[config.mk]
export PLATFORM = sky130hd
export DESIGN_NAME = pipe_backbus_gen_flat
export DESIGN_NICKNAME = d
export VERILOG_FILES = /design/src/rtl/pipe_backbus_gen_if.sv /design/src/rtl/pipe_backbus_gen.sv /design/src/flat_wrapper.sv
export SDC_FILE = /design/constraint.sdc
export NUM_CORES = 1
export LEC_CHECK = 0
export BUFFER_PORTS_ARGS = -buffer_cell sky130_fd_sc_hd__buf_2
export CAP_MARGIN = 25
export CORE_ASPECT_RATIO = 0.8
export CORE_MARGIN = 2
export CORE_UTILIZATION = 47
export CTS_CLUSTER_DIAMETER = 80
export DETAILED_ROUTE_END_ITERATION = 16
export GPL_TIMING_DRIVEN = 0
export HOLD_SLACK_MARGIN = 0.15
export MAX_ROUTING_LAYER = met4
export PLACE_DENSITY = 0.83
export SLEW_MARGIN = 20
export SYNTH_ARGS = -nofsm -noshare
export SYNTH_HDL_FRONTEND = slang
export SYNTH_SLANG_ARGS = --single-unit
[constraint.sdc]
create_clock -name clk -period 2.5 [get_ports clk]
set_input_delay 0.25 -clock clk [delete_from_list [all_inputs] [get_ports clk]]
set_output_delay 0.25 -clock clk [all_outputs]
set_load 0.01 [all_outputs]
[src/rtl/pipe_backbus_gen_if.sv]
// EX-side inputs and MEM/WB forwarding buses of the back-bus generator; no storage.
// Latency: none (wires only). Backpressure: hold freezes the producer; stall is returned upstream.
interface pipe_backbus_gen_if #(
    parameter int XLEN  = 32,
    parameter int CNT_W = 16
);
    logic              hold;
    logic              ex_valid;
    logic              ex_regWrite;
    logic              ex_isLoad;
    logic [4:0]        ex_rd;
    logic [XLEN-1:0]   ex_alu;
    logic [4:0]        ex_rs;
    logic [4:0]        ex_rt;
    logic              ex_useRs;
    logic              ex_useRt;
    logic [XLEN-1:0]   mem_rdata;
    logic [XLEN+5:0]   MEM_BACK;
    logic [XLEN+5:0]   WB_BACK;
    logic              USE_MEM_BACK;
    logic              USE_WB_BACK;
    logic              stall;
    logic              rf_we;
    logic [4:0]        rf_wa;
    logic [XLEN-1:0]   rf_wd;
    logic [CNT_W-1:0]  stall_cnt;

    modport master (
        input  hold, ex_valid, ex_regWrite, ex_isLoad, ex_rd, ex_alu,
               ex_rs, ex_rt, ex_useRs, ex_useRt, mem_rdata,
        output MEM_BACK, WB_BACK, USE_MEM_BACK, USE_WB_BACK, stall,
               rf_we, rf_wa, rf_wd, stall_cnt
    );

    modport slave (
        output hold, ex_valid, ex_regWrite, ex_isLoad, ex_rd, ex_alu,
               ex_rs, ex_rt, ex_useRs, ex_useRt, mem_rdata,
        input  MEM_BACK, WB_BACK, USE_MEM_BACK, USE_WB_BACK, stall,
               rf_we, rf_wa, rf_wd, stall_cnt
    );
endinterface

[src/rtl/pipe_backbus_gen.sv]
// MEM/WB pipeline registers driving forwarding buses and the RF write port; 1 cycle per stage.
// Backpressure: hold freezes every register; a load-use hit raises stall and injects one MEM bubble.
module pipe_backbus_gen #(
    parameter int XLEN  = 32,
    parameter int CNT_W = 16
) (
    input  logic              clk,
    input  logic              rstn,
    pipe_backbus_gen_if.master bus
);
    localparam logic [CNT_W-1:0] CNT_ONE = {{(CNT_W-1){1'b0}}, 1'b1};
    localparam logic [CNT_W-1:0] CNT_MAX = {CNT_W{1'b1}};

    logic             r_mem_valid;
    logic             r_mem_regWrite;
    logic             r_mem_isLoad;
    logic [4:0]       r_mem_rd;
    logic [XLEN-1:0]  r_mem_alu;

    logic             r_wb_valid;
    logic             r_wb_regWrite;
    logic [4:0]       r_wb_rd;
    logic [XLEN-1:0]  r_wb_data;

    logic [CNT_W-1:0] r_stall_cnt;

    logic             w_dep_rs;
    logic             w_dep_rt;
    logic             w_stall;

    assign w_dep_rs = bus.ex_useRs && (bus.ex_rs == r_mem_rd);
    assign w_dep_rt = bus.ex_useRt && (bus.ex_rt == r_mem_rd);

    // Load data only arrives at the end of MEM, so a consumer in EX must wait one cycle for WB.
    assign w_stall = r_mem_valid && r_mem_isLoad && r_mem_regWrite && (r_mem_rd != 5'd0) &&
                     (w_dep_rs || w_dep_rt) && bus.ex_valid && !bus.hold;

    always_ff @(posedge clk or negedge rstn) begin
        if (!rstn) begin
            r_mem_valid    <= 1'b0;
            r_mem_regWrite <= 1'b0;
            r_mem_isLoad   <= 1'b0;
            r_mem_rd       <= 5'd0;
            r_mem_alu      <= '0;
        end else if (!bus.hold) begin
            if (w_stall) begin
                r_mem_valid    <= 1'b0;
                r_mem_regWrite <= 1'b0;
                r_mem_isLoad   <= 1'b0;
                r_mem_rd       <= 5'd0;
                r_mem_alu      <= '0;
            end else begin
                r_mem_valid    <= bus.ex_valid;
                r_mem_regWrite <= bus.ex_regWrite;
                r_mem_isLoad   <= bus.ex_isLoad;
                r_mem_rd       <= bus.ex_rd;
                r_mem_alu      <= bus.ex_alu;
            end
        end
    end

    // WB keeps advancing during a stall so the stalled load reaches the WB bus.
    always_ff @(posedge clk or negedge rstn) begin
        if (!rstn) begin
            r_wb_valid    <= 1'b0;
            r_wb_regWrite <= 1'b0;
            r_wb_rd       <= 5'd0;
            r_wb_data     <= '0;
        end else if (!bus.hold) begin
            r_wb_valid    <= r_mem_valid;
            r_wb_regWrite <= r_mem_regWrite;
            r_wb_rd       <= r_mem_rd;
            r_wb_data     <= r_mem_isLoad ? bus.mem_rdata : r_mem_alu;
        end
    end

    always_ff @(posedge clk or negedge rstn) begin
        if (!rstn) begin
            r_stall_cnt <= '0;
        end else if (w_stall && (r_stall_cnt != CNT_MAX)) begin
            r_stall_cnt <= r_stall_cnt + CNT_ONE;
        end
    end

    assign bus.MEM_BACK     = {r_mem_valid && r_mem_regWrite, r_mem_alu, r_mem_rd};
    assign bus.WB_BACK      = {r_wb_valid && r_wb_regWrite, r_wb_data, r_wb_rd};
    assign bus.USE_MEM_BACK = r_mem_valid && !r_mem_isLoad;
    assign bus.USE_WB_BACK  = r_wb_valid;
    assign bus.stall        = w_stall;
    assign bus.rf_we        = r_wb_valid && r_wb_regWrite && (r_wb_rd != 5'd0) && !bus.hold;
    assign bus.rf_wa        = r_wb_rd;
    assign bus.rf_wd        = r_wb_data;
    assign bus.stall_cnt    = r_stall_cnt;
endmodule

[src/flat_wrapper.sv]
// flat-port wrapper written by rule: the top's interface ports become plain ports
module pipe_backbus_gen_flat 
#(
    parameter int XLEN  = 32,
    parameter int CNT_W = 16
)
  (clk, rstn, bus_hold, bus_ex_valid, bus_ex_regWrite, bus_ex_isLoad, bus_ex_rd, bus_ex_alu, bus_ex_rs, bus_ex_rt, bus_ex_useRs, bus_ex_useRt, bus_mem_rdata, bus_MEM_BACK, bus_WB_BACK, bus_USE_MEM_BACK, bus_USE_WB_BACK, bus_stall, bus_rf_we, bus_rf_wa, bus_rf_wd, bus_stall_cnt);
  pipe_backbus_gen_if #(.XLEN(XLEN), .CNT_W(CNT_W)) bus_i ();
  input  logic clk;
  input  logic rstn;
  input wire logic [$bits(bus_i.hold)-1:0] bus_hold;
  input wire logic [$bits(bus_i.ex_valid)-1:0] bus_ex_valid;
  input wire logic [$bits(bus_i.ex_regWrite)-1:0] bus_ex_regWrite;
  input wire logic [$bits(bus_i.ex_isLoad)-1:0] bus_ex_isLoad;
  input wire logic [$bits(bus_i.ex_rd)-1:0] bus_ex_rd;
  input wire logic [$bits(bus_i.ex_alu)-1:0] bus_ex_alu;
  input wire logic [$bits(bus_i.ex_rs)-1:0] bus_ex_rs;
  input wire logic [$bits(bus_i.ex_rt)-1:0] bus_ex_rt;
  input wire logic [$bits(bus_i.ex_useRs)-1:0] bus_ex_useRs;
  input wire logic [$bits(bus_i.ex_useRt)-1:0] bus_ex_useRt;
  input wire logic [$bits(bus_i.mem_rdata)-1:0] bus_mem_rdata;
  output wire logic [$bits(bus_i.MEM_BACK)-1:0] bus_MEM_BACK;
  output wire logic [$bits(bus_i.WB_BACK)-1:0] bus_WB_BACK;
  output wire logic [$bits(bus_i.USE_MEM_BACK)-1:0] bus_USE_MEM_BACK;
  output wire logic [$bits(bus_i.USE_WB_BACK)-1:0] bus_USE_WB_BACK;
  output wire logic [$bits(bus_i.stall)-1:0] bus_stall;
  output wire logic [$bits(bus_i.rf_we)-1:0] bus_rf_we;
  output wire logic [$bits(bus_i.rf_wa)-1:0] bus_rf_wa;
  output wire logic [$bits(bus_i.rf_wd)-1:0] bus_rf_wd;
  output wire logic [$bits(bus_i.stall_cnt)-1:0] bus_stall_cnt;
  assign bus_i.hold = bus_hold;
  assign bus_i.ex_valid = bus_ex_valid;
  assign bus_i.ex_regWrite = bus_ex_regWrite;
  assign bus_i.ex_isLoad = bus_ex_isLoad;
  assign bus_i.ex_rd = bus_ex_rd;
  assign bus_i.ex_alu = bus_ex_alu;
  assign bus_i.ex_rs = bus_ex_rs;
  assign bus_i.ex_rt = bus_ex_rt;
  assign bus_i.ex_useRs = bus_ex_useRs;
  assign bus_i.ex_useRt = bus_ex_useRt;
  assign bus_i.mem_rdata = bus_mem_rdata;
  assign bus_MEM_BACK = bus_i.MEM_BACK;
  assign bus_WB_BACK = bus_i.WB_BACK;
  assign bus_USE_MEM_BACK = bus_i.USE_MEM_BACK;
  assign bus_USE_WB_BACK = bus_i.USE_WB_BACK;
  assign bus_stall = bus_i.stall;
  assign bus_rf_we = bus_i.rf_we;
  assign bus_rf_wa = bus_i.rf_wa;
  assign bus_rf_wd = bus_i.rf_wd;
  assign bus_stall_cnt = bus_i.stall_cnt;
  pipe_backbus_gen #(.XLEN(XLEN), .CNT_W(CNT_W)) u_core (.clk(clk), .rstn(rstn), .bus(bus_i));
endmodule
Word-level counts from Yosys, hierarchy flattened
Index checks and enable logic that the tools add are counted.
{ "word_totals": {"reg_bits": 95, "latchBits": 0, "ramBits": 0, "rom_bits": 0, "elab_cells": 39, "n_memories": 0} }
{ "op_classes": {"n_addsub": 1, "n_mul": 0, "div": 0, "order_cmp": 0, "eq_ne": 3, "n_shift": 0, "n_mux": 6, "n_bitwise": 0, "n_reduce_logical": 19} }
{ "ops": {"columns": ["operator", "n"], "rows": [
  ["$mux 32", 2],
  ["$add 16x1->16 const B", 1],
  ["$ne 16x16->1 const B", 1],
  ["$logic_and 1x1->1", 14],
  ["$eq 5x5->1", 2],
  ["$reduce_bool 5->1", 2],
  ["$mux 5", 1],
  ["$mux 1", 3],
  ["$logic_not 1->1", 2],
  ["$logic_or 1x1->1", 1]
]} }

Longest topological paths before layout
{ "depth": {"word_depth": 7, "mapped_depth": 7, "ltp_nobuf": 6} }

Least setup slack after synthesis
OpenSTA, ideal clock, no wires.
{ "synth_path": {"kind": "register to register", "from": "register u_core.r_mem_rd[3]", "to": "register u_core.r_stall_cnt[1] (netlist: u_core.bus.stall_cnt[1])", "arrival_time_ns": 1.815, "required_time_ns": 2.375, "setup_slack_ns": 0.560, "path_stages_with_launch": 7, "path_buffers": 1, "cell_sequence": "dfrtp_1 -> xor2_1 -> nor4_1 -> a32oi_1 -> buf_6 -> nor3_1 -> mux2_2"} }
{ "synth_via": {"elab_chain_len": 7} }
{ "synth_rtl": {"columns": ["element", "line", "rtl"], "rows": [
  ["from (decl)", "pipe_backbus_gen.sv:17", "logic [4:0] r_mem_rd;"],
  ["from (signal assigned)", "pipe_backbus_gen.sv:56", "r_mem_rd <= bus.ex_rd;"],
  ["$eq 5x5->1 (on tied branches)", "pipe_backbus_gen.sv:31, pipe_backbus_gen.sv:32", null],
  ["$logic_and 1x1->1 (on tied branches)", "pipe_backbus_gen.sv:31, pipe_backbus_gen.sv:32", null],
  ["$logic_or 1x1->1", "pipe_backbus_gen.sv:36", "(w_dep_rs || w_dep_rt) && bus.ex_valid && !bus.hold;"],
  ["$logic_and 1x1->1 *", "pipe_backbus_gen.sv:35", "assign w_stall = r_mem_valid && r_mem_isLoad && r_mem_regWrite && (r_mem_rd != 5'd0) &&"],
  ["$logic_and 1x1->1 * (2 in a row)", "pipe_backbus_gen.sv:36", null],
  ["$logic_and 1x1->1 *", "pipe_backbus_gen.sv:80", "end else if (w_stall && (r_stall_cnt != CNT_MAX)) begin"],
  ["to (signal assigned)", "pipe_backbus_gen.sv:81", "r_stall_cnt <= r_stall_cnt + CNT_ONE;"],
  ["to (decl)", "pipe_backbus_gen.sv:25", "logic [CNT_W-1:0] r_stall_cnt;"]
]} }
Mark *: on every way between the ends. The rest lies on a longest branch, timed or not.
A chain may end at the register's enable or synchronous reset.

Final worst setup path
{ "layout_path": {"from": "register u_core.r_mem_rd[4]", "to": "output bus_stall"} }
{ "layout_via": {"elab_chain_len": 6} }
{ "layout_rtl": {"columns": ["element", "line", "rtl"], "rows": [
  ["$eq 5x5->1 (on tied branches)", "pipe_backbus_gen.sv:31, pipe_backbus_gen.sv:32", null],
  ["$logic_and 1x1->1 (on tied branches)", "pipe_backbus_gen.sv:31, pipe_backbus_gen.sv:32", null],
  ["$logic_or 1x1->1", "pipe_backbus_gen.sv:36", null],
  ["$logic_and 1x1->1 *", "pipe_backbus_gen.sv:35", null],
  ["$logic_and 1x1->1 * (2 in a row)", "pipe_backbus_gen.sv:36", null],
  ["to (decl)", "flat_wrapper.sv:26", "output wire logic [$bits(bus_i.stall)-1:0] bus_stall;"]
]} }
Marks and branches as above.

==> results.py <==
metrics = {
    "clock_network": {
        "clk_transition_reported_paths_ns": 0.07,
        "cts_tree": "done",
        "clock_tree.root_cell": "sky130_fd_sc_hd__clkbuf_16",
        "clock-sinks": 95,
        "cts_h_tree_lvls": 3,
        "worst_skew_pair.late_latency_ns": 0.33,
        "post_cts.repair.setup_buffers": 0,
        "clk_path_buf_depth": 2,
        "numCtsBuffers": 9,
    },
    "cells_and_area": {
        "num-fill-cells": 816,
        "mostFrequentLayoutCell": "sky130_fd_sc_hd__buf_2",
        "area.growth.synth_to_final_pct": 34.0,
        "most_frequent_cells_in_the_layout": "sky130_fd_sc_hd__buf_2 (219), sky130_fd_sc_hd__o21ai_0 (109), sky130_fd_sc_hd__dfrtp_1 (94)",
        "num-nets-final": 787,
        "diodes": 0,
        "final_layout_size_suffix_gt1_share_pct": 42.3,
    },
    "grt": {
        "grt_antenna_before_repair": 0,
        "grt_util_all_layers_pct": 25.5,
        "globalRoute.totalOverflow": 0,
        "number_of_global_route_vias_before_repair": 4157,
        "largest_net_degree_at_the_start_of_global_routing": 55,
        "grt_first_pass_wirelength_um": 20800,
    },
    "routing": {
        "wire_per_inst_um": 15.9,
        "routed_wl_um": 13400,
        "first_pass_iters": 5,
        "vias_per_std_cell": 5.17,
        "vias": 4339,
        "ant_nets": 0,
        "detailedRoute.firstIterationViolations": 168,
        "wl_met2_um": 6640,
        "m1WireLength_um": 5770,
        "routed.top_layer": "met4",
        "drcViolationCount": 0,
        "dr_wl_met3_um": 819,
    },
    "logic_synthesis": {
        "synth_fp_nets": 557,
        "postSynthCellCount": 469,
        "syn_area_mm2": 0.00467,
        "ys_warn_count": 0,
        "number_of_flops_mapped_to_enable_cells_by_yosys": 0,
        "synth-seq-cells": 95,
        "async_flop_share_pct": 100,
        "synth-seq-area-share_pct": 51.0,
        "mapped_avg_cell_area_um2": 9.95,
        "synth_unique_cells": 36,
        "dominantRegCellSynth": "sky130_fd_sc_hd__dfrtp_1",
    },
    "sta": {
        "max_freq_mhz": 423,
        "clock_skew_ns": 0.00638,
        "report.final.setup_viol": 0,
        "slew_headroom_pct": 43.6,
        "period_minus_slack_ns": 2.36,
        "final.setup.tns_ns": 0,
        "timing.final.max_slew_violations": 0,
        "setup_ws_ns": 0.137,
        "rsz0062_at_grt": "false",
        "report.final.hold_viol_count": 0,
        "tightest_slew_ns": 0.847,
        "layout_worst_path_cycle_share_pct": 94.5,
    },
    "pwr": {
        "p_sw_mw": 1.16,
        "comb_power_share_pct": 21.7,
        "leakagePower_nw": 3.25,
        "power.share.switching_pct": 29.2,
        "largest_voltage_drop_on_the_vdd_net_v": 0.000414,
        "power.total_mw": 3.97,
        "cellPowerDensity_mw_per_mm2": 634,
        "part_of_the_total_power_dissipated_in_the_clock_network_pct": 32.6,
        "p_int_mw": 2.81,
        "share_seq_of_total_power_pct": 45.7,
    },
    "critical_path": {
        "required_ns": 2.25,
        "worstReg2RegEnd": "u_core.bus.stall_cnt[1]",
        "critPathMaxStageDelay_ns": 0.50,
        "critPathSlowestCell": "sky130_fd_sc_hd__dfrtp_1",
        "critical_path_arrival_ns": 2.11,
        "worstPathMaxFanout": 10,
        "worst-r2r-cell-count": 6,
        "cp.buffers_inverters": 2,
        "path_class": "register to primary output",
        "element_type_at_the_critical_path_end": "primary output",
        "ff2ff_setup_slack_ns": 0.24,
        "crit_path_start": "u_core.r_mem_rd[4]",
        "crit_path_cell_trace": "xor2_1 -> nor4_1 -> a32oi_1 -> clkbuf_1 -> nor2_1 -> buf_2",
        "startpoint_type": "register",
        "critical_path.top_delay_family": "buffers and inverters",
        "r2r_start": "u_core.r_mem_rd[3]",
    },
    "floorplanning": {
        "floorplan.initialDensity_pct": 48.4,
        "design.portCount": 220,
        "dieHeight_um": 93.1,
        "placement_rows": 32,
        "floorplan.die.width_um": 115,
        "core_region_area_mm2": 0.00965,
        "floorplan.die_area_mm2": 0.0107,
    },
    "placement": {
        "hpwl_um": 10400,
        "placement.setup.worst_slack_ns": 0.260,
        "place_congestion": 0.838,
        "io_buffers": 218,
    },
    "hold_path": {
        "timing.hold.worst_endpoint": "u_core.r_mem_alu[20]",
        "class_of_the_tightest_hold_or_removal_check": "input port to register",
        "min-delay-start": "bus_ex_alu[20]",
        "holdPathStages": 3,
    },
    "flow_run": {
        "drv_cap": 0,
    },
    "run_status": {
        "status": "completed",
    },
}
routing by layer:
metal | vias to the layer above | GRT usage [%]
met5 | - | -
met1 | 2097 | 33.4
li1 | 2038 | -
met3 | 14 | 3.50
met2 | 190 | 42.7
met4 | 0 | 5.42
metrics by stage:
stage | util, % | cell area [µm²] | cells | hold WS [ns]
2_1_floorplan | - | 4670 | 469 | -0.0456
3_3_place_gp | 61.4 | 5930 | 823 | 0.466
3_5_place_dp | 61.8 | 5960 | 824 | 0.195
4_1_cts | 64.8 | 6250 | 841 | 0.167
5_1_grt | 64.8 | 6250 | 840 | 0.184
6_report | 64.8 | 6250 | 840 | 0.168
cells in the mapped netlist (3+ instances only):
library cell	instances	area share [%]
sky130_fd_sc_hd__dfrtp_1	95	51
sky130_fd_sc_hd__buf_2	3	0.32
sky130_fd_sc_hd__buf_1	3	0.24
sky130_fd_sc_hd__and3_1	3	0.40
sky130_fd_sc_hd__nand3_1	6	0.64
sky130_fd_sc_hd__nand2_1	75	6.0
sky130_fd_sc_hd__nor2_1	5	0.40
sky130_fd_sc_hd__xnor2_1	3	0.56
sky130_fd_sc_hd__xor2_1	22	4.1
sky130_fd_sc_hd__nor4_2	7	1.9
sky130_fd_sc_hd__mux2i_1	32	6.9
sky130_fd_sc_hd__o21ai_0	109	12
sky130_fd_sc_hd__clkbuf_1	22	1.8
sky130_fd_sc_hd__o21ai_1	3	0.32
sky130_fd_sc_hd__buf_4	39	6.3
sky130_fd_sc_hd__nor4_1	5	0.67
sky130_fd_sc_hd__mux2_2	8	1.9
sky130_fd_sc_hd__nand4_1	5	0.67
cell families (layout without fill, tap and decap cells):
family                   after synthesis  count (layout)  synth area share [%]
AO/OA/AOI/OAI                        114             114                  12.5
XOR/XNOR                              25              25                  4.69
adder cells (fa/ha/maj)                1               1                 0.268
buffers and inverters                 73             308                  9.55
flip-flops                            95              95                  51.0
multiplexers                          40              40                  8.80
AND/OR/NAND/NOR                      121             121                  13.3
final cells by class:
| cell class | count | area (µm²) | area share [%] |
|---|---|---|---|
| Sequential cell | 95 | 2380 | 38.0 |
| Multi-Input combinational cell | 301 | 1840 | 29.5 |
| Timing Repair Buffer | 220 | 1130 | 18.1 |
| Buffer | 70 | 437 | 6.98 |
| Clock buffer | 10 | 239 | 3.82 |
| Tap cell | 136 | 170 | 2.72 |
| Clock inverter | 6 | 43.8 | 0.700 |
| Inverter | 2 | 7.51 | 0.120 |
worst reg2reg max path, delay by kind of cell (launching register included):
family                    cells  cell delay [ns]
AOI/OAI and AO/OA             1             0.26
xor gates and xnor gates      1             0.19
DFF                           1             0.46
buffers and inverters         1             0.22
and+or+nand+nor               2             0.64
muxes                         1             0.37
power groups by stage:
stage	logic [mW]	registers [mW]	clock network (mW)
final	0.860	1.81	1.29
after global routing	0.947	1.83	1.38
after CTS	0.869	1.81	1.31
after detailed placement	0.865	1.84	0
after global placement	0.840	1.83	0
after floorplan	0.399	1.88	0
what timing repair did:
item	in CTS	in global routing
gates resized for setup	0	2
setup endpoints to repair	0	1
hold buffers	1	0
endpoints found under the hold margin	41	0
state kept, by name (all words and copies together) (netlist names):
| register | count |
|---|---|
| u_core.r_wb_regWrite | 1 |
| u_core.r_mem_valid | 1 |
| u_core.r_mem_rd | 5 |
| u_core.r_mem_regWrite | 1 |
| u_core.r_mem_isLoad | 1 |
| u_core.bus.USE_WB_BACK | 1 |
| u_core.bus.rf_wa | 5 |
| u_core.bus.stall_cnt | 16 |
| u_core.bus.rf_wd | 32 |
| u_core.r_mem_alu | 32 |
worst max path at each step:
stage,end,cells after the start,slack [ns]
floorplan,u_core.bus.stall_cnt[1],6,0.56
global placement,u_core.bus.stall_cnt[1],6,0.28
detailed placement,u_core.bus.stall_cnt[1],6,0.26
CTS,bus_stall,6,0.03
global route,bus_stall,6,0.004
finish,bus_stall,6,0.14
(Power assumes the default switching activity.)
